[config.mk]
export PLATFORM = sky130hd
export DESIGN_NAME = bin2bcd_seq
export DESIGN_NICKNAME = d
export VERILOG_FILES = /design/src/rtl/bin2bcd_seq.sv
export SDC_FILE = /design/constraint.sdc
export NUM_CORES = 1
export LEC_CHECK = 0
export CAP_MARGIN = 15
export CORE_UTILIZATION = 46
export DETAILED_ROUTE_END_ITERATION = 7
export PLACE_DENSITY = 0.72
export RECOVER_POWER = 100
export SLEW_MARGIN = 20
export SYNTH_ARGS = -nofsm -noshare
export SYNTH_HDL_FRONTEND = slang
export SYNTH_HIERARCHICAL = 1
export SYNTH_SLANG_ARGS = --single-unit
[constraint.sdc]
create_clock -name iCLK -period 1.35 [get_ports iCLK]
set_input_delay 0.2025 -clock iCLK [delete_from_list [all_inputs] [get_ports iCLK]]
set_output_delay 0.2025 -clock iCLK [all_outputs]
set_load 0.01 [all_outputs]
[src/rtl/bin2bcd_seq.sv]
// Sequential binary-to-BCD converter (double dabble, one bit per clock) with start/done handshake.
// Optional leading-zero blank mask output enabled by defining BIN2BCD_BLANK_EN.

module bin2bcd_digit (
  input  logic [3:0] d,
  output logic [3:0] q
);
  assign q = (d >= 4'd5) ? d + 4'd3 : d;
endmodule

module bin2bcd_seq #(
  parameter int BIN_W  = 32,
  parameter int DIGITS = 10,
  parameter int CNT_W  = 6
) (
  input  logic                  iCLK,
  input  logic                  iRST,
  input  logic                  iStart,
  input  logic [BIN_W-1:0]      iBin,
  output logic                  oBusy,
  output logic                  oDone,
  output logic [4*DIGITS-1:0]   oBCD
`ifdef BIN2BCD_BLANK_EN
  ,output logic [DIGITS-1:0]    oBlank
`endif
);

  typedef enum logic [1:0] {S_IDLE, S_SHIFT, S_DONE} state_t;

  state_t                state, state_nxt;
  logic [BIN_W-1:0]      bin_sh;
  logic [4*DIGITS-1:0]   bcd_work;
  logic [4*DIGITS-1:0]   bcd_adj;
  logic [CNT_W-1:0]      cnt;

  // All digits are corrected in parallel on the pre-shift value.
  for (genvar g = 0; g < DIGITS; g++) begin : g_dig
    bin2bcd_digit u_dig (
      .d(bcd_work[4*g +: 4]),
      .q(bcd_adj[4*g +: 4])
    );
  end

  always_ff @(posedge iCLK) begin
    if (iRST) state <= S_IDLE;
    else      state <= state_nxt;
  end

  always_comb begin
    state_nxt = state;
    case (state)
      S_IDLE:  if (iStart) state_nxt = S_SHIFT;
      S_SHIFT: if (cnt == CNT_W'(1)) state_nxt = S_DONE;
      S_DONE:  state_nxt = S_IDLE;
      default: state_nxt = S_IDLE;
    endcase
  end

  assign oBusy = (state != S_IDLE);

`ifdef BIN2BCD_BLANK_EN
  logic [DIGITS-1:0] blank_nxt;
  logic              above_zero;

  // Digit 0 is never blanked so zero still shows a single "0".
  always_comb begin
    blank_nxt  = '0;
    above_zero = 1'b1;
    for (int i = DIGITS-1; i >= 1; i--) begin
      above_zero   = above_zero & (bcd_work[4*i +: 4] == 4'd0);
      blank_nxt[i] = above_zero;
    end
  end

  always_ff @(posedge iCLK) begin
    if (iRST)                oBlank <= '0;
    else if (state == S_DONE) oBlank <= blank_nxt;
  end
`endif

  always_ff @(posedge iCLK) begin
    if (iRST) begin
      bin_sh   <= '0;
      bcd_work <= '0;
      cnt      <= '0;
      oBCD     <= '0;
      oDone    <= 1'b0;
    end else begin
      oDone <= 1'b0;
      case (state)
        S_IDLE: if (iStart) begin
          bin_sh   <= iBin;
          bcd_work <= '0;
          cnt      <= CNT_W'(BIN_W);
        end
        S_SHIFT: begin
          // Top bit of the highest digit falls off: result is mod 10^DIGITS.
          bcd_work <= (bcd_adj << 1) | {{(4*DIGITS-1){1'b0}}, bin_sh[BIN_W-1]};
          bin_sh   <= bin_sh << 1;
          cnt      <= cnt - 1'b1;
        end
        S_DONE: begin
          oBCD  <= bcd_work;
          oDone <= 1'b1;
        end
        default: ;
      endcase
    end
  end

endmodule

==> qor.txt <==
CTS Buf Count - 17
I/O pin count - 77
Hold Worst Slack - 0.297 ns
Clk sinks - 121
CP peak stage delay - 0.39 ns
Total GRT Usage - 21.5%
Gate Count Post-Synth - 630
Initial drt markers - 231
Flop pwr share - 41.5%
Rows - 39
Vias in the first global route - 4514
Crit start category - flop
Global route overflow - 0
Initial core utilization - 47.3%
Final Power - 9.29 mW
Internal power - 7.07 mW
Placed inst area - 0.00662 sq mm
Outcome - complete, but fails checks
Peak VDD IR - 1350 uV
Sw Ratio - 23.9%
Endpoint type of the worst setup path - flop
RSZ-0062 raised after global routing - yes
Synthesized cell area - 0.00540 sq mm
Initial antenna violation count - 0
H-tree level count - 4
CP Max Fanout - 3
Clock Root Buffer - clkbuf_16
Routed vias - 4811
CORE AREA - 0.0114 sq mm
WP buf/inv - 0
Final Worst Setup Slack - -0.0213 ns
Area Growth Syn to Fin - 41.1%
DR DRC count - 0
# hold bufs at CTS - 0
Multi-input gate area - 0.00310 sq mm
Worst path cell trace - or3_4 > or3b_4 > a21o_1
Final core utilization - 66.7%
Input/output buffers - 76
RePlAce Congestion - 0.830
Synth warnings - 6
Setup CP Type - reg -> reg
Clk slew on worst S/H paths - 0.05 ns
Clock latency on the worst-skew pair - 0.41 ns
Setup Skew - 0.00380 ns
Die Height - 110 um
CP required - 1.65 ns
Switching power - 2.22 mW
Hold Fails Final Rpt - 0
Static leakage - 3.15 nW
DP HPWL - 8360 um
Die W - 110 um
WL per Instance - 15.0 um
Final min period - 1.37 ns
DR vias/cell - 5.35
Final slew viol count - 0
Ant. Diodes - 0
Syn Nets - 687
Slew margin rel. - 67.3%
Fillers - 902
Die area - 0.0122 sq mm
Mean post-synth cell area - 8.57 sq um
Ratio of cells with drive above 1 in the final layout - 22.3%
Routed Antenna Nets - 0
Power share of the combinational group - 11.9%
Dpl ws - -0.329 ns
Setup violators final - 3
Failing checks - setup timing
Post-route cell area - 0.00762 sq mm
HP Class - in -> reg
Worst slew pin tran - 0.490 ns
CP delay by family, top - simple AND/OR/NAND/NOR gates
CTS tree - done
Arrival @ worst endpoint - 1.68 ns
Cell Pwr Density - 1220 mW/mm^2
Peak Freq - 729 MHz
Pre-antenna DRT Iters - 4
Highest-count cells in the layout ignoring fill and taps - 122 x nand2_1, 103 x dfxtp_1, 60 x nor2_1
Final cycle utilization of the critical path - 102%
Reg area - 0.00245 sq mm
Max Cap Viol - 0
Max Buffers Root-to-Sink - 2
Pin count of the biggest net entering global routing - 45
First-pass GRT wire length - 20000 um
Crit-path slowest cell - or3_4
Nets - 801
Most common cell after layout, fill and taps aside - nand2_1
Clock power frac - 46.7%
Final wirelength - 13500 um
power by group through the flow:
stage	clock [mW]	sequential, mW	combinational, mW
after global placement	0	3.91	0.911
final	4.33	3.85	1.10
after global routing	4.58	3.87	1.20
after floorplan	0	3.88	0.580
after detailed placement	0	3.91	0.938
after CTS	4.39	3.84	0.974
worst register-to-register path, stage by stage, from the launching register on:
cell,delay (ns)
dfxtp_2,0.31
or3_4,0.39
or3b_4,0.39
a21o_1,0.17
routing by layer:
layer / up-vias / global-route usage [%] / routed length, um / share of wire, %
li1: 2408 / - / - / -
met1: 2274 / 25.1 / 5780 / 43
met2: 108 / 36.4 / 6930 / 51
met3: 21 / 5.76 / 591 / 4.4
met4: 0 / 10.2 / 227 / 1.7
met5: - / 0 / 0 / 0
cell type report:
type	count	share of cell area (%)
Multi-Input combinational cell	445	40.6
Timing Repair Buffer	134	16.1
Inverter	25	1.30
Tap cell	143	2.35
Sequential cell	121	32.2
Clock buffer	23	6.14
Clock inverter	9	1.28
what timing repair did:
item | 4_1_cts | 5_1_grt
gates cloned | 0 | 4
setup endpoints to repair | 160 | 66
resized for setup | 69 | 74
pin swaps | 15 | 23
buffers inserted | 0 | 5
registers in the layout (all words and copies together), names as in the netlist:
signal    flops
bcd_work     40
bin_sh       32
cnt           6
oBCD         40
oDone         1
state         2
through the flow:
step | setup TNS (ns) | std cells
3_5_place_dp | -22.38 | 859
3_3_place_gp | -19.61 | 859
6_report | -0.0396 | 900
2_1_floorplan | 0 | 630
5_1_grt | -0.392 | 900
4_1_cts | -0.000728 | 891
path summary, 6_finish.rpt:
path	start	to	slack, ns	cells after the start
hold / removal	iRST	bin_sh[17]	0.30	3
hold reg to reg	oBCD[38]	oBCD[38]	0.45	2
setup reg to reg	cnt[4]	state[0]	-0.02	3
setup / recovery	cnt[4]	state[0]	-0.02	3
Note: power is estimated with default switching activity, not from simulation.
